**config.mk**
```make
export PLATFORM = sky130hd
export DESIGN_NAME = mem_initiator
export DESIGN_NICKNAME = d
export VERILOG_FILES = /design/src/rtl/mem_initiator_pkg.sv /design/src/rtl/mem_initiator_reg.sv /design/src/rtl/mem_initiator.sv
export SDC_FILE = /design/constraint.sdc
export NUM_CORES = 1
export LEC_CHECK = 0
export ABC_AREA = 1
export CORE_ASPECT_RATIO = 1.4
export CORE_MARGIN = 3
export CORE_UTILIZATION = 35
export CTS_BUF_LIST = sky130_fd_sc_hd__clkbuf_16
export DETAILED_ROUTE_END_ITERATION = 6
export PLACE_DENSITY = 0.75
export SLEW_MARGIN = 20
export SYNTH_ARGS = -nofsm -noshare
export SYNTH_HDL_FRONTEND = slang
export SYNTH_HIERARCHICAL = 1
export SYNTH_SLANG_ARGS = --single-unit
```
**constraint.sdc**
```tcl
create_clock -name clk -period 1.9 [get_ports clk]
set_input_delay 0.38 -clock clk [delete_from_list [all_inputs] [get_ports clk]]
set_output_delay 0.38 -clock clk [all_outputs]
set_load 0.1 [all_outputs]
```
**src/rtl/mem_initiator_pkg.sv**
```systemverilog
// Shared types and default sizing for the mem_initiator bus-master front end.
package mem_initiator_pkg;

  localparam int ADDR_W    = 16;
  localparam int DATA_W    = 16;
  localparam int MEM_DEPTH = 16384;

  typedef enum logic [2:0] {
    IDLE,
    READ,
    RDATA,
    WRITE,
    RESP
  } state_e;

endpackage

```
**src/rtl/mem_initiator_reg.sv**
```systemverilog
// Load-enable register with asynchronous active-high clear; used for MAR and MBR.
module mem_initiator_reg #(
  parameter int W = 16
) (
  input  logic         clk,
  input  logic         rst,
  input  logic         load_i,
  input  logic [W-1:0] d_i,
  output logic [W-1:0] q_o
);

  logic [W-1:0] data_q;

  always_ff @(posedge clk or posedge rst) begin
    if (rst) begin
      data_q <= '0;
    end else if (load_i) begin
      data_q <= d_i;
    end
  end

  assign q_o = data_q;

endmodule

```
**src/rtl/mem_initiator.sv**
```systemverilog
// Single-outstanding read/write sequencer in front of a registered-read memory.
// Define MEM_INITIATOR_RANGE_CHECK_EN to reject addresses >= MEM_DEPTH with rsp_err.
module mem_initiator
  import mem_initiator_pkg::*;
#(
  parameter int ADDR_W    = mem_initiator_pkg::ADDR_W,
  parameter int DATA_W    = mem_initiator_pkg::DATA_W,
  parameter int MEM_DEPTH = mem_initiator_pkg::MEM_DEPTH
) (
  input  logic              clk,
  input  logic              reset,
  input  logic              req_valid,
  output logic              req_ready,
  input  logic              req_write,
  input  logic [ADDR_W-1:0] req_addr,
  input  logic [DATA_W-1:0] req_wdata,
  output logic              rsp_valid,
  input  logic              rsp_ready,
  output logic [DATA_W-1:0] rsp_data,
  output logic              rsp_err,
  output logic [ADDR_W-1:0] mem_addr,
  output logic [DATA_W-1:0] mem_data_in,
  output logic              mem_write_enable,
  input  logic [DATA_W-1:0] mem_data_out
);

`ifdef MEM_INITIATOR_RANGE_CHECK_EN
  localparam bit RANGE_CHECK_EN = 1'b1;
`else
  localparam bit RANGE_CHECK_EN = 1'b0;
`endif

  state_e            state_q, state_d;
  logic [ADDR_W-1:0] mar_q;
  logic [DATA_W-1:0] mbr_q, mbr_d;
  logic              mar_load, mbr_load;
  logic              err_q, err_d;
  logic              addr_oor;

  // One extra bit keeps the compare correct even when MEM_DEPTH == 2**ADDR_W.
  assign addr_oor = RANGE_CHECK_EN &&
                    ({1'b0, req_addr} >= (ADDR_W+1)'(MEM_DEPTH));

  mem_initiator_reg #(.W(ADDR_W)) u_mar (
    .clk    (clk),
    .rst    (reset),
    .load_i (mar_load),
    .d_i    (req_addr),
    .q_o    (mar_q)
  );

  mem_initiator_reg #(.W(DATA_W)) u_mbr (
    .clk    (clk),
    .rst    (reset),
    .load_i (mbr_load),
    .d_i    (mbr_d),
    .q_o    (mbr_q)
  );

  always_ff @(posedge clk or posedge reset) begin
    if (reset) begin
      state_q <= IDLE;
      err_q   <= 1'b0;
    end else begin
      state_q <= state_d;
      err_q   <= err_d;
    end
  end

  always_comb begin
    state_d  = state_q;
    mar_load = 1'b0;
    mbr_load = 1'b0;
    mbr_d    = req_wdata;
    err_d    = err_q;
    case (state_q)
      IDLE: begin
        if (req_valid) begin
          mar_load = 1'b1;
          mbr_load = 1'b1;
          err_d    = addr_oor;
          if (addr_oor) begin
            mbr_d   = '0;
            state_d = RESP;
          end else begin
            state_d = req_write ? WRITE : READ;
          end
        end
      end
      READ:  state_d = RDATA;
      RDATA: begin
        mbr_load = 1'b1;
        mbr_d    = mem_data_out;
        state_d  = RESP;
      end
      WRITE: state_d = RESP;
      RESP: begin
        if (rsp_ready) begin
          state_d = IDLE;
        end
      end
      default: state_d = IDLE;
    endcase
  end

  assign req_ready        = (state_q == IDLE);
  assign rsp_valid        = (state_q == RESP);
  assign rsp_data         = mbr_q;
  assign rsp_err          = err_q;
  assign mem_addr         = mar_q;
  assign mem_data_in      = mbr_q;
  assign mem_write_enable = (state_q == WRITE);

endmodule

```
# == Word-level counts from Yosys, hierarchy flattened ==
# Index checks and enable logic that the tools add are counted.
# word_totals
elab_cells,20
output_inout_bits,52
inputBits,53
regBits,35
# op_classes
mux,8
reduce_logical,3
eq_ne,6
# ops
cell,n
2-to-1 mux 16 bit,1
one-hot mux 3 bit (4 select lines),1
"== test 3 x 2 -> 1 bit, second input constant",2
2-to-1 mux 3 bit,2
"== test 3 x 1 -> 1 bit, second input constant",1
"== test 3 bit, second input constant",1
zero test 3 bit,1
2-to-1 mux 1 bit,2
2-to-1 mux 2 bit,1
"inequality test 2 x 1 -> 1 bit, second input constant",1
"inequality test 2 bit, second input constant",1
one-hot mux 1 bit (2 select lines),1
AND reduction 2 bit,1
OR reduction 2 bit,1

# == Longest topological paths before layout ==
# Gate-level depths: netlist (run 1).
# logic_depth
ltp_word,3
ltp_mapped,9
mapped_depth_nobuf,6

# == By module ==
# The synthesis (run 1) kept the hierarchy.
# modules_own_cells
module,seq_area_each_um2,cells_per_inst,area_each_um2,n_inst
mem_initiator_reg,400.4,69,648.1,2
mem_initiator,75.1,98,591.8,1

# == Worst setup path after synthesis (run 1) ==
# Ideal clock, no wire load.
# synth_timing
path_kind,reg-to-output
from,register state_q[1]
to,output rsp_valid
stages_incl_launch_ff,4
t_arrival_ns,2.759
setup_slack_ns,-1.239
required_time_ns,1.520
path_buffers,2
path_cell_list,dfrtp_1 buf_4 buf_6 nor3_1
# synth_between
elab_chain_cells,1
# synth_rtl
element,line,source
"start, declared",mem_initiator.sv:33,"state_e state_q, state_d;"
"start signal, assigned",mem_initiator.sv:65,state_q <= state_d;
== test 3 bit,mem_initiator.sv:107,assign rsp_valid = (state_q == RESP);
"end, declared",mem_initiator.sv:17,"output logic rsp_valid,"
# Every way passes these cells.

# == Final worst setup path (run 1) ==
# layout_timing
from,register state_q[0]
to,output mem_write_enable
# layout_between
elab_chain_cells,1
# layout_rtl
element,line,source
== test 3 x 2 -> 1 bit,mem_initiator.sv:112,assign mem_write_enable = (state_q == WRITE);
"end, declared",mem_initiator.sv:23,"output logic mem_write_enable,"
# Every way passes these cells.

==> results.md, run 1 <==
- Status: finished, final reports clean
- Post-Synth Simple-Gate Area: 35.7%
- Post-synth top area cell: dfrtp_1
- Share of cells above drive strength 1: 25.1%
- Slowest-stage cell, CP: dfrtp_1
- GRT overflow: 0
- Top FF cell, synth: dfrtp_1
- Pin count of the biggest net entering global routing: 22
- Proportion of synthesized area in mux cells: 0%
- Setup crit start kind: register
- Global-route usage over all layers: between 10% and 20%
- Fillers: 458
- XOR/XNOR Fraction of Synth Area: 0%
- Synthesized Nets: around 290
- Vias in the first global route: 1852
- Drt wl/cell: ~14 µm
- # DRC: 0
- Final setup violation count: 0
- R2r startpoint: state_q[2]
- Mapped Cells: around 240
- HP Class: in -> async
- Clk buf depth: 2
- Vias: 1787
- GPL Wtd Cong: ~0.76
- Synth unique cells: 18
- Syn_area_per_cell: roughly 8 µm²
- Final hold slack: 0.366 ns
- Final Cycle Share: about 94%
- Worst R2R Setup Slack: around 0.38 ns
- CTS clk-pin slew, worst paths: 0.05 ns
- Critical Path RT: 1.52 ns
- Final Max Slew Viols: 0
- #FFs+latches synth: 35
- P&R area growth vs syn: 71.8%
- Most frequent cells in the layout: 121 x nand2_1, 52 x clkdlybuf4s50_1, 35 x buf_12, 34 x dfrtp_1, 21 x buf_4
- First-pass GRT wire length: 8690 µm
- Fin. Hold Viols: 0
- Initial antenna violation count: 0
- Adder-cell share of the synthesized area: 0%
- CTS sink cnt: 35
- Via density: 4.59
- Main combinational cell family by area after synthesis: simple AND/OR/NAND/NOR gates
- Synth Area in Compound Gates: 0.265%
- Worst-Margin Slew: 0.615 ns
- CTS tree: done
- H-tree depth: 2
- Die area: 0.00632 mm²
- Yosys Warn Count: 6
- # rows: 31
- Minimum clock period: 1.78 ns
- Chip Width: 68.1 µm
- Number of synthesized flops with an enable pin: 0
- Max incr delay on CP: 0.47 ns
- Mapped Area: 0.00189 mm²
- HPWL Detailed: 4440 µm
- Setup crit end kind: output pin
- Crit path max fanout: 17
- Detailed Route WL: 5310 µm
- Die Y: 92.9 µm
- Antenna diodes: 0
- Area fraction of the dominant cell type after synthesis: a little under half
- Worst r2r path cells: 6
- Core area: 0.00520 mm²
- Port buffer count: 103
- RSZ-0062 raised after global routing: false
- CP Class: reg -> out
- CTS Buf Count: 5
- DRT Pass-1 Iters: 4
- Post-CTS setup buffer count: 0
- Setup WS post-layout: 0.121 ns
- Post-DRT Antenna Nets: 0
- Nets@finish: 375
- Reg2reg end: u_mbr/q_o[15]
- Post-synthesis sequential area ratio: 46.4%
- DRT iter0 DRCs: 94
- Io pins: between 100 and 150
- Peak Freq: between 500 and 600 MHz
- WP data arrival: 1.40 ns
- Worst-Skew Late Latency: 0.27 ns
- Most common cell after layout, fill and taps aside: nand2_1
- Slew headroom: 58.9%
- Critical-path cell list: inv_2 -> buf_4 -> nor3_4 -> buf_12
- Hold_buf cts: 0
- Setup WS pre-CTS: 0.242 ns
- Root Driver: clkbuf_16
- Synth async-reset ratio: 100%
- Final worst clock skew: 0.00807 ns
- Top cells by area, synth: dfrtp_1 46%, nand2_1 24%, buf_4 7.6%, nand4_1 5.3%, buf_6 3.6%
- Max Cap Viol: 0
- Initial core utilization: between 30% and 40%
[metrics by stage]
step	area [µm²]	util (%)	instances	setup TNS (ns)
after floorplan	1910	-	236	-0.391
after global placement	3100	59.7	381	0
after detailed placement	3100	59.7	381	0
after CTS	3240	62.3	389	0
after global routing	3240	62.4	389	0
final	3240	62.4	389	0
[layout make-up]
class                   instances  area [µm²]  area share [%]
clock buffers                   5         125            3.86
clock inverters                 3        12.5           0.386
inverters                      13        61.3            1.89
multi-input cells             159         707            21.8
flip-flops and latches         35         877            27.0
well taps                      66        82.6            2.55
repair buffers                108        1380            42.5
[synthesized netlist by cell type (2+ instances only)]
master	instances
inv_6	2
buf_4	19
inv_1	9
inv_2	2
nand2_2	10
buf_12	2
nand4_1	16
dfrtp_1	35
buf_6	6
nor2_1	4
nand3_1	3
nor3_1	2
nand2_1	121
[sequential cells by signal, summed over array words and instances, names as in the netlist]
register   flops
u_mar/q_o     16
state_q        3
u_mbr/q_o     16
[worst max path at each step]
stage / from / end / cells after the start
global route: state_q[2] / req_ready / 4
finish: state_q[0] / mem_write_enable / 4
CTS: state_q[2] / req_ready / 4
floorplan: state_q[1] / rsp_valid / 3
detailed placement: req_valid / u_mar/q_o[2] / 6
global placement: req_valid / u_mar/q_o[5] / 6
[worst max-delay path, delay by kind of cell, from the launching register on]
| family | cells | cell delay, ns |
|---|---|---|
| flip-flops | 1 | 0.47 |
| buffers and inverters | 3 | 0.48 |
| AND/OR/NAND/NOR | 1 | 0.16 |
[kinds of logic after synthesis]
group           Yosys count
simple gates            157
buf+inv                  42
flops                    35
compound gates            1
other cells               1
[layer usage]
| metal | track usage [%] | up-vias | wire, µm |
|---|---|---|---|
| met5 | 0 | - | 0 |
| met4 | 9.29 | 0 | 165 |
| met2 | 32.7 | 83 | 2920 |
| li1 | - | 879 | - |
| met3 | 4.00 | 15 | 353 |
| met1 | 19.1 | 810 | 1880 |
[timing repair]
action                                 4_1_cts  5_1_grt
endpoints found under the hold margin        0        0
setup endpoints to repair                    0        2
gates resized for setup                      0        3
Power of run 1 is left out: the tool's default activity adds up to more than one toggle a clock period on the data nets, which glitch-free logic cannot reach.
==> run 2: changes to the inputs <==
- CTS_BUF_LIST: sky130_fd_sc_hd__clkbuf_16 -> sky130_fd_sc_hd__clkbuf_4 sky130_fd_sc_hd__clkbuf_8 sky130_fd_sc_hd__clkbuf_16
==> results.md, run 2 (synthesis results as in run 1) <==
- Fin util: 61.5% (-0.94 points)
- Minimum clock period: 1.79 ns (+0.0109 ns)
- Vias: 1781 (-0.34%)
- Port buffer count: 103 (unchanged)
- HP Class: in -> async
- HPWL Detailed: 4440 µm (unchanged)
- Max Cap Viol: 0 (unchanged)
- Pin count of the biggest net entering global routing: 22 (unchanged)
- Peak Freq: 559 MHz (-0.61%)
- Register area: 877 µm² (unchanged)
- WP data arrival: 1.41 ns (about the same)
- Post-CTS setup buffer count: 0 (unchanged)
- Die Y: 92.9 µm (unchanged)
- Io pins: 105 (unchanged)
- Final worst clock skew: 0.00927 ns (+0.00120 ns)
- GRT overflow: 0 (unchanged)
- DRT iter0 DRCs: 89 (-5.3%)
- Metal-1 WL: 1850 µm (-1.7%)
- First-pass GRT wire length: 8500 µm (-2.2%)
- Via density: 4.58 (-0.34%)
- Top Metal Used: met4
- Initial antenna violation count: 0 (unchanged)
- Detailed Route WL: 5240 µm (-1.3%)
- # rows: 31 (unchanged)
- Global-route usage over all layers: 17.5% (-0.73 points)
- Share of cells above drive strength 1: 25.7% (+0.62 points)
- Area of the multi-input gates: 707 µm² (unchanged)
- GPL Wtd Cong: 0.762 (unchanged)
- Die area: 0.00632 mm² (unchanged)
- Post-DRT Antenna Nets: 0 (unchanged)
- Fin. Hold Viols: 0 (unchanged)
- # DRC: 0 (unchanged)
- Final Cycle Share: 94.2% (+0.57 points)
- Met3 wire length: 331 µm (-6.2%)
- H-tree depth: 2 (unchanged)
- Worst-Skew Late Latency: 0.28 ns (about the same)
- Final Max Slew Viols: 0 (unchanged)
- Most frequent cells in the layout: 121 x nand2_1, 52 x clkdlybuf4s50_1, 35 x buf_12, 34 x dfrtp_1, 21 x buf_4
- Reg2reg end: u_mbr/q_o[1]
- Slowest-stage cell, CP: dfrtp_1
- Max incr delay on CP: 0.48 ns (about the same)
- Nets@finish: 375 (unchanged)
- Final instance area: 0.00320 mm² (-1.5%)
- Fillers: 469 (+2.4%)
- Vias in the first global route: 1842 (-0.54%)
- Slew headroom: 59.1% (+0.15 points)
- R2r startpoint: state_q[2]
- Core area: 0.00520 mm² (unchanged)
- Setup crit start kind: register
- CTS clk-pin slew, worst paths: 0.07 ns (+0.02 ns)
- CTS sink cnt: 35 (unchanged)
- Chip Width: 68.1 µm (unchanged)
- Worst R2R Setup Slack: 0.36 ns (-0.02 ns)
- Crit path max fanout: 17 (unchanged)
- Root Driver: clkbuf_8
- CP startpoint: state_q[0]
- Clk buf depth: 2 (unchanged)
- Setup crit end kind: output pin
- Worst-Margin Slew: 0.613 ns (-0.00231 ns)
- Placed cells: 381 (unchanged)
- Placed cell areas: 0.00310 mm² (unchanged)
- Routed wl met2: 2900 µm (-0.65%)
- DRT Pass-1 Iters: 4 (unchanged)
- CTS tree: done
- Critical-path cell list: inv_2 -> buf_4 -> nor3_4 -> buf_12
- CTS Buf Count: 5 (unchanged)
- Post-route non-filler standard cell count: 389 (unchanged)
- Critical Path RT: 1.52 ns (about the same)
- Final setup violation count: 0 (unchanged)
- Antenna diodes: 0 (unchanged)
- Most common cell after layout, fill and taps aside: nand2_1
- Drt wl/cell: 13.5 µm (-1.3%)
- Hold_buf cts: 0 (unchanged)
- Fin Setup TNS: 0 ns (unchanged)
- Status: finished, final reports clean
- RSZ-0062 raised after global routing: false
- Initial core utilization: 36.3% (unchanged)
- CP Class: reg -> out
- Worst r2r path cells: 6 (unchanged)
- P&R area growth vs syn: 69.3%
-- run 2: worst max-delay path, delay by kind of cell, from the launching register on --
kind / cells / cell delay, ns
DFF: 1 / 0.48
buffers and inverters: 3 / 0.48
and+or+nand+nor: 1 / 0.16
-- run 2: cell type report --
class,instances,area share (%)
flip-flops and latches,35,27.4
clock buffers,7,2.62
inverters,13,1.92
clock inverters,1,0.157
multi-input cells,159,22.1
repair buffers,108,43.1
well taps,66,2.58
-- run 2: how the worst max path moves through the flow --
stage	end	slack, ns	depth (start not counted)
3_3_place_gp	u_mar/q_o[5]	0.30	6
2_1_floorplan	rsp_valid	-0.39	3
5_1_grt	req_ready	0.04	4
4_1_cts	req_ready	0.009	4
6_report	mem_write_enable	0.11	4
3_5_place_dp	u_mar/q_o[2]	0.24	6
-- run 2: layer usage --
metal	GRT usage, %	vias up
met5	0	-
met4	7.79	0
met3	3.28	15
met2	32.3	80
met1	18.4	810
li1	-	876
-- run 2: metrics by stage --
stage / setup slack [ns] / hold WS [ns]
2_1_floorplan: -0.391 / 0.134
3_3_place_gp: 0.301 / 0.456
3_5_place_dp: 0.242 / 0.461
4_1_cts: 0.00929 / 0.354
5_1_grt: 0.0430 / 0.366
6_report: 0.110 / 0.355
-- run 2: timing repair --
item,in CTS,in global routing
endpoints found under the hold margin,0,0
setup endpoints to repair,0,2
resized for setup,0,3
Power of run 2 is left out for the same reason.
